`config.mk`:
```
export PLATFORM = sky130hd
export DESIGN_NAME = sos_coeff_loader
export DESIGN_NICKNAME = d
export VERILOG_FILES = /design/src/rtl/sos_coeff_pkg.sv /design/src/rtl/sos_coeff_bank.sv /design/src/rtl/sos_coeff_loader.sv
export SDC_FILE = /design/constraint.sdc
export NUM_CORES = 1
export LEC_CHECK = 0
export CAP_MARGIN = 20
export CORE_MARGIN = 10
export CORE_UTILIZATION = 40
export CTS_CLUSTER_SIZE = 24
export DETAILED_ROUTE_END_ITERATION = 16
export DONT_BUFFER_PORTS = 1
export SETUP_SLACK_MARGIN = 0.3
export SLEW_MARGIN = 15
export SYNTH_ARGS = -nofsm -noshare
export SYNTH_HDL_FRONTEND = slang
export SYNTH_SLANG_ARGS = --single-unit
```
`constraint.sdc`:
```
create_clock -name CLK -period 4.9 [get_ports CLK]
set_input_delay 0.98 -clock CLK [delete_from_list [all_inputs] [get_ports CLK]]
set_output_delay 0.98 -clock CLK [all_outputs]
set_load 0.01 [all_outputs]
```
`src/rtl/sos_coeff_pkg.sv`:
```
// Shared types, constants and coefficient word-layout helpers for the SOS coefficient loader.
package sos_coeff_pkg;

  typedef enum logic [1:0] {
    IDLE   = 2'd0,
    LOAD   = 2'd1,
    COMMIT = 2'd2
  } state_t;

  localparam int unsigned WORDS_PER_SOS = 7;
  localparam int unsigned NCOEF         = 6;
  localparam int unsigned RD_W          = 5;
  localparam int unsigned CNT_W         = 8;

  function automatic int unsigned num_words(input int unsigned n_sos);
    return WORDS_PER_SOS * n_sos + 1;
  endfunction

  function automatic int unsigned data_width(input int unsigned wc, input int unsigned ws);
    return (wc > ws) ? wc : ws;
  endfunction

  function automatic int unsigned coef_idx(input int unsigned sec, input int unsigned j);
    return 1 + WORDS_PER_SOS * sec + j;
  endfunction

  function automatic int unsigned scale_idx(input int unsigned sec);
    return WORDS_PER_SOS + WORDS_PER_SOS * sec;
  endfunction

endpackage

```
`src/rtl/sos_coeff_bank.sv`:
```
// One coefficient register file: word write port, clear, and a combinational per-section read port.
module sos_coeff_bank
  import sos_coeff_pkg::*;
#(
  parameter int unsigned No_SOS = 4,
  parameter int unsigned NW     = 29,
  parameter int unsigned WD     = 16,
  parameter int unsigned WC     = 10,
  parameter int unsigned WS     = 16
) (
  input  logic                        CLK,
  input  logic                        CE,
  input  logic                        CLR,
  input  logic                        WE,
  input  logic [CNT_W-1:0]            WADDR,
  input  logic [WD-1:0]               WDATA,
  input  logic [RD_W-1:0]             RD_SOS,
  output logic [NCOEF-1:0][WC-1:0]    COEF,
  output logic [WS-1:0]               S_SEC,
  output logic [WS-1:0]               S_IN
);

  logic [WD-1:0] mem [NW];

  always_ff @(posedge CLK) begin
    if (CE) begin
      for (int unsigned i = 0; i < NW; i++) begin
        if (CLR)
          mem[i] <= '0;
        else if (WE && WADDR == CNT_W'(i))
          mem[i] <= WDATA;
      end
    end
  end

  // Sections at or beyond No_SOS match no entry and read as zero.
  always_comb begin
    COEF  = '0;
    S_SEC = '0;
    for (int unsigned s = 0; s < No_SOS; s++) begin
      if (RD_SOS == RD_W'(s)) begin
        for (int unsigned j = 0; j < NCOEF; j++)
          COEF[j] = mem[coef_idx(s, j)][WC-1:0];
        S_SEC = mem[scale_idx(s)][WS-1:0];
      end
    end
  end

  assign S_IN = mem[0][WS-1:0];

endmodule

```
`src/rtl/sos_coeff_loader.sv`:
```
// Coefficient loader with ping-pong banks swapped at frame boundaries.
// Optional trailing checksum word enabled by SOS_COEFF_CHECKSUM_EN.
module sos_coeff_loader
  import sos_coeff_pkg::*;
#(
  parameter int unsigned No_SOS = 4,
  parameter int unsigned WIC    = 2,
  parameter int unsigned WFC    = 8,
  parameter int unsigned WIS    = 5,
  parameter int unsigned WFS    = 11
) (
  input  logic                                        CLK,
  input  logic                                        RESET,
  input  logic                                        CE,
  input  logic [data_width(WIC+WFC, WIS+WFS)-1:0]     LD_DATA,
  input  logic                                        LD_VALID,
  input  logic                                        LD_LAST,
  output logic                                        LD_READY,
  input  logic                                        SWAP_OK,
  input  logic [RD_W-1:0]                             RD_SOS,
  output logic [WIC+WFC-1:0]                          COEF0,
  output logic [WIC+WFC-1:0]                          COEF1,
  output logic [WIC+WFC-1:0]                          COEF2,
  output logic [WIC+WFC-1:0]                          COEF3,
  output logic [WIC+WFC-1:0]                          COEF4,
  output logic [WIC+WFC-1:0]                          COEF5,
  output logic [WIS+WFS-1:0]                          S_SEC,
  output logic [WIS+WFS-1:0]                          S_IN,
  output logic                                        LOAD_ERR,
  output logic                                        BANK_SEL
);

  localparam int unsigned WC = WIC + WFC;
  localparam int unsigned WS = WIS + WFS;
  localparam int unsigned WD = data_width(WC, WS);
  localparam int unsigned NW = num_words(No_SOS);
`ifdef SOS_COEFF_CHECKSUM_EN
  localparam int unsigned NT = NW + 1;
`else
  localparam int unsigned NT = NW;
`endif
  localparam logic [CNT_W-1:0] LAST_IDX = CNT_W'(NT - 1);
  localparam logic [CNT_W-1:0] NW_IDX   = CNT_W'(NW);

  state_t                   state;
  logic [CNT_W-1:0]         cnt;
  logic [CNT_W-1:0]         cur;
  logic                     xfer, wr_en, end_ok, end_bad, sum_ok;
  logic                     we0, we1, clr0, clr1;
  logic [NCOEF-1:0][WC-1:0] coef0_b, coef1_b, coef_q;
  logic [WS-1:0]            ssec0_b, ssec1_b, sin0_b, sin1_b;

`ifdef SOS_COEFF_CHECKSUM_EN
  logic [WD-1:0] csum;

  always_ff @(posedge CLK) begin
    if (CE) begin
      if (!RESET)
        csum <= '0;
      else if (xfer)
        csum <= ((state == IDLE) ? '0 : csum) + LD_DATA;
    end
  end

  assign sum_ok = (csum == LD_DATA);
`else
  assign sum_ok = 1'b1;
`endif

  always_comb begin
    xfer    = CE & LD_VALID & LD_READY;
    cur     = (state == LOAD) ? cnt : '0;
    wr_en   = xfer && (cur < NW_IDX);
    end_ok  = 1'b0;
    end_bad = 1'b0;
    if (xfer) begin
      if (LD_LAST && cur == LAST_IDX && sum_ok)
        end_ok = 1'b1;
      else if (LD_LAST || cur == LAST_IDX)
        end_bad = 1'b1;
    end
  end

  always_ff @(posedge CLK) begin
    if (CE) begin
      if (!RESET) begin
        state    <= IDLE;
        cnt      <= '0;
        LD_READY <= 1'b0;
        BANK_SEL <= 1'b0;
        LOAD_ERR <= 1'b0;
      end else begin
        LD_READY <= 1'b1;
        case (state)
          IDLE, LOAD: begin
            if (end_ok) begin
              state    <= COMMIT;
              LD_READY <= 1'b0;
            end else if (end_bad) begin
              state    <= IDLE;
              LOAD_ERR <= 1'b1;
            end else if (xfer) begin
              state <= LOAD;
              cnt   <= cur + 1'b1;
            end
          end
          COMMIT: begin
            if (SWAP_OK) begin
              BANK_SEL <= ~BANK_SEL;
              state    <= IDLE;
            end else begin
              LD_READY <= 1'b0;
            end
          end
          default: state <= IDLE;
        endcase
      end
    end
  end

  // Writes and error discards target the shadow bank, i.e. the one not selected by BANK_SEL.
  assign we0  = wr_en & BANK_SEL;
  assign we1  = wr_en & ~BANK_SEL;
  assign clr0 = ~RESET | (end_bad & BANK_SEL);
  assign clr1 = ~RESET | (end_bad & ~BANK_SEL);

  sos_coeff_bank #(.No_SOS(No_SOS), .NW(NW), .WD(WD), .WC(WC), .WS(WS)) u_bank0 (
    .CLK(CLK), .CE(CE), .CLR(clr0), .WE(we0), .WADDR(cur), .WDATA(LD_DATA),
    .RD_SOS(RD_SOS), .COEF(coef0_b), .S_SEC(ssec0_b), .S_IN(sin0_b)
  );

  sos_coeff_bank #(.No_SOS(No_SOS), .NW(NW), .WD(WD), .WC(WC), .WS(WS)) u_bank1 (
    .CLK(CLK), .CE(CE), .CLR(clr1), .WE(we1), .WADDR(cur), .WDATA(LD_DATA),
    .RD_SOS(RD_SOS), .COEF(coef1_b), .S_SEC(ssec1_b), .S_IN(sin1_b)
  );

  // Selection uses the pre-edge BANK_SEL, so a read on the swap edge still sees the old bank.
  always_ff @(posedge CLK) begin
    if (CE) begin
      if (!RESET) begin
        coef_q <= '0;
        S_SEC  <= '0;
        S_IN   <= '0;
      end else if (BANK_SEL) begin
        coef_q <= coef1_b;
        S_SEC  <= ssec1_b;
        S_IN   <= sin1_b;
      end else begin
        coef_q <= coef0_b;
        S_SEC  <= ssec0_b;
        S_IN   <= sin0_b;
      end
    end
  end

  assign COEF0 = coef_q[0];
  assign COEF1 = coef_q[1];
  assign COEF2 = coef_q[2];
  assign COEF3 = coef_q[3];
  assign COEF4 = coef_q[4];
  assign COEF5 = coef_q[5];

endmodule

```
# After elaboration in Yosys (flattened, before gate mapping)
# Memories as Yosys holds them, arrays and structs flattened.
# Index checks and enable logic that the tools add are counted.
# W data, S select, Z words.
# totals
reg_bits	105
ramBits	928
in_bits	27
output_inout_bits	95
wordCells	534
mem_count	2
# classes
n_addsub	1
n_lt_le_gt_ge	1
n_eq_ne	42
muxes	338
n_bitwise	68
reduce_logical	69
# memory_table
name	words	word_bits	rd	rd_ports_with_merged_regs	wr	line	rtl
u_bank0.mem	29	16	29	0	29	sos_coeff_bank.sv:23	logic [WD-1:0] mem [NW];
u_bank1.mem	29	16	29	0	29	sos_coeff_bank.sv:23	
# ops
cell	count
$mux W16	68
$mux W60	9
$mux W1	250
$eq A8 B5 Y1 const B	13
$eq A8 B4 Y1 const B	8
$logic_and A1 B1 Y1	60
$or A1 B1 Y1	60
$mux W8	5
$eq A8 B3 Y1 const B	4
$eq A8 B2 Y1 const B	2
$eq A5 B2 Y1 const B	2
$ne A2 B1 Y1 const B	5
$add A8 B1 Y8 const B	1
$eq A8 B1 Y1 const B	1
$logic_not A8 Y1	1
$lt A8 B5 Y1 const B	1
$mux W2	4
$and A1 B1 Y1	6
$reduce_and A3 Y1	2
$eq A5 B1 Y1 const B	1
$logic_not A5 Y1	1
$ne A5 B5 Y1 const B	1
$reduce_and A5 Y1	1
$ne A2 B2 Y1 const B	2
other kinds (10)	11

# Depth between registers and ports, before layout
# depth
depth_word	13
mapped_depth	11
ltp_nobuf	8

# Hierarchy
# From an unflattened synthesis, not the netlist that was laid out.
# hier_totals
hier_cells	2453
area_unflattened_um2	33776.1
# modules_own_cells
mod	n_inst	cells_per_inst	area_each_um2	seq_area_each_um2
sos_coeff_bank	2	1032	14380.0	9609.2
sos_coeff_loader	1	389	5016.1	3153.0

# Least setup slack after synthesis
# OpenSTA, ideal clock, no wires.
# synth_timing
path_kind	register to register
start	register state[1]
end	memory u_bank0.mem[21][0] (netlist: u_bank0.mem[1][80]), enable pin
setup_time_ns	0.414
t_arrival_ns	3.389
required_ns	4.486
path_slack_ns	1.097
path_stages_with_launch	10
n_path_buf	2
synth_period_minus_slack_ns	3.803
cell_sequence	edfxtp_1 buf_2 and3b_1 nand3_2 nor2_1 ha_1 and4b_1 clkbuf_1 o211ai_2 o31ai_1
# synth_rtl
element	line	rtl
start, declared	sos_coeff_loader.sv:45	state_t state;
start signal, assigned	sos_coeff_loader.sv:87	state <= IDLE;
start signal, assigned	sos_coeff_loader.sv:97	state <= COMMIT;
start signal, assigned	sos_coeff_loader.sv:100	state <= IDLE;
end, declared	sos_coeff_bank.sv:23	

==> qor.csv <==
stage,metric,value,unit
outcome,status,"finished, final reports clean",
drt,routed len/inst,28.76,um
yosys,area share of the largest cell type after synthesis,0.6961,
layout,layout cells sized above 1,0.1389,
global_route,largest net degree at the start of global routing,157,
drt,vias per cell,5.893,
sta,fin crit share,0.8359,
pwr,Sw Ratio,0.2171,
floorplanning,Starting Density,0.4055,
layout,final net count,2423,
yosys,top post-synthesis cells by area,"edfxtp_1, nor2_1, mux2_2",
layout,"commonest cells after routing, fill and taps aside","edfxtp_1, nor2_1, and2_1",
yosys,Synth async-reset ratio,0,
drt,# DRC,0,
sta,RSZ-0062 raised after global routing,no,
yosys,yosys warns,0,
clock_network,Worst-Skew Late Latency,0.64,ns
pwr,Pwr Density,380.5,nW/um^2
yosys,top_reg_cell synth,edfxtp_1,
clock_network,CTS max path bufs,3,
yosys,Syn Area/Cell,13.36,um^2
yosys,Yosys reg bits,745,
sta,Pins Over Slew Limit,0,
yosys,Mapped Nets,2437,
floorplanning,I/O pins,122,
global_route,first-pass GRT wire length,143600,um
yosys,Post-Synthesis Cells,2406,
floorplanning,# rows,103,
sta,Setup Skew,0.03127,ns
layout,Finished Layout Cells,3501,
pwr,Comb power frac,0.040,
layout,"most common cell after layout, fill and taps aside",edfxtp_1,
worst_hold_path,worst min-delay path class,in -> reg,
worst_setup_path,CP Max Fanout,17,
worst_setup_path,critical path launch point type,register,
clock_network,CTS Sinks,745,
pwr,worst IR drop on VDD,0.2517,mV
pwr,sequential power share,0.538,
pwr,Net Switching,0.002960,W
global_route,GRT Resource Usage Total,0.2142,
worst_setup_path,"Arr. time, crit path",4.35,ns
sta,Final Hold Violating Endpoints,0,
drt,Total Wirelength,100700,um
floorplanning,core area,79260,um^2
worst_setup_path,WS Path Type,reg -> reg,
place,gpl congestion,0.9361,
sta,FMAX,244.1,MHz
place,Port Buffers,0,
pwr,power share of the clock group,0.421,
clock_network,CTS tree,done,
place,Placed Cells,3362,
global_route,initial antenna violation count,3,
place,DP HPWL,64840,um
yosys,sequential fraction of the synthesis area,0.6961,
sta,TNS Setup,0,ns
drt,Vias,20630,
floorplanning,Die Area,92080,um^2
job,Max Cap Violations,0,
yosys,"Cell Area, Synth",32140,um^2
drt,ANT nets after route,0,
clock_network,post-CTS repair timing setup buffer count,0,
drt,DR iter-0 viols,2691,
pwr,P_leak,11.97,nW
worst_setup_path,endpoint class of the critical path,register,
floorplanning,die height,303.4,um
global_route,number of global-route vias before repair,20030,
sta,Worst-Margin Slew,1.084,ns
yosys,Synth cell types,53,
drt,drt first pass iters,6,
clock_network,hold buffers post-CTS,0,
yosys,top cell type by total area after synthesis,edfxtp_1,
pwr,Internal Pwr Total,0.01067,W
clock_network,cts bufs inserted,77,
worst_setup_path,Crit path required time,5.16,ns
sta,# setup viols final,0,
floorplanning,Die Wd,303.4,um
clock_network,# H-tree levels,3,
clock_network,clock slew at reported path FFs,0.06,ns
yosys,"EDFF count, synth",745,
sta,Final min period,4.096,ns
clock_network,Clock Root Buffer,clkbuf_16,
layout,Area Overhead vs Synth,11.49,%
clock_network,post_cts resized,0,
global_route,GRT overflow,0,
sta,Max transition margin,0.2775,
## synth_stat cells (7+ instances only)
| cell type | count |
|---|---|
| a21o_1 | 7 |
| and2_1 | 154 |
| and3_1 | 39 |
| buf_1 | 10 |
| buf_2 | 57 |
| clkbuf_1 | 108 |
| edfxtp_1 | 745 |
| mux2_2 | 116 |
| mux2i_1 | 88 |
| nand2_1 | 101 |
| nand3_1 | 12 |
| nand3b_1 | 7 |
| nor2_1 | 597 |
| nor2b_1 | 18 |
| o21ai_0 | 49 |
| o221ai_1 | 134 |
| o22a_1 | 18 |
| o22ai_1 | 58 |
## power by group through the flow
stage | registers, W | clock network, W | logic, W
after floorplan | 0.00743 | 0 | 0.000377
after detailed placement | 0.00747 | 0 | 0.000542
after global placement | 0.00746 | 0 | 0.000533
after global routing | 0.00735 | 0.00606 | 0.000575
after CTS | 0.00734 | 0.00580 | 0.000545
final | 0.00734 | 0.00575 | 0.000550
## cell type report
| class | instances | area [um^2] |
|---|---|---|
| tap | 1050 | 1314 |
| clock inverter | 36 | 344.1 |
| sequential | 745 | 22370 |
| multi-input combinational | 1471 | 8981 |
| fill | 7020 | 43430 |
| clock buffer | 98 | 2048 |
| inverter | 6 | 22.52 |
| timing repair buffer | 91 | 738.2 |
| antenna | 4 | 10.01 |
## sequential cells by signal, summed over array words and instances (netlist names)
name	flops
COEF5	10
COEF1	10
BANK_SEL	1
LD_READY	1
u_bank0.mem	320
state	2
cnt	8
COEF3	10
S_SEC	16
COEF2	10
COEF4	10
S_IN	16
u_bank1.mem	320
LOAD_ERR	1
COEF0	10
## stage by stage
step / hold WS, ns / setup WS [ns] / area [um^2] / total power (W) / util
floorplan: 0.5552 / 1.097 / 32140 / 0.007809 / -
global placement: 0.5860 / 0.9431 / 33390 / 0.007997 / 0.4213
detailed placement: 0.5790 / 0.8855 / 33420 / 0.008013 / 0.4217
CTS: 0.4109 / 0.8624 / 35810 / 0.01368 / 0.4519
global route: 0.4191 / 0.6519 / 35830 / 0.01399 / 0.4520
finish: 0.4453 / 0.8040 / 35830 / 0.01363 / 0.4521
## critical path: stages (launching register included)
cell and delay, ns:
edfxtp_1 0.51, nor3_4 0.44, nand3_2 0.09, buf_4 0.23, nor2_1 0.13, ha_1 0.30, and4b_1 0.39, o211ai_2 0.25
nor3_4 0.70, a21o_1 0.68
## routing by layer
layer  global-route usage  share of wire  up-vias
met5                    0              0        -
met4              0.08627          0.036        0
met3              0.04199          0.094      189
met2               0.3438           0.48     1214
met1               0.2832           0.39    10400
li1                     -              -     8830
## path summary, 6_finish.rpt
kind	to	cells after the start	slack, ns	from
worst max-delay path	u_bank1.mem[1][95]	9	0.80	cnt[5]
worst min-delay path	LOAD_ERR	0	0.45	RESET
worst max register to register	u_bank1.mem[1][95]	9	0.80	cnt[5]
worst min register to register	S_IN[6]	2	0.59	u_bank0.mem[0][6]
## cell families (layout without fill, tap and decap cells)
group,after synthesis,count (layout),share of synthesized area
adder cells (fa/ha/maj),4,4,0.001557
other,0,4,0
buffers and inverters,190,231,0.02581
AND/OR/NAND/NOR,972,972,0.1395
flip-flops,745,745,0.6961
AO/OA/AOI/OAI,285,285,0.06728
multiplexers,204,204,0.06806
XOR/XNOR,6,6,0.001635
No activity file was read; power rests on OpenSTA's default activity.
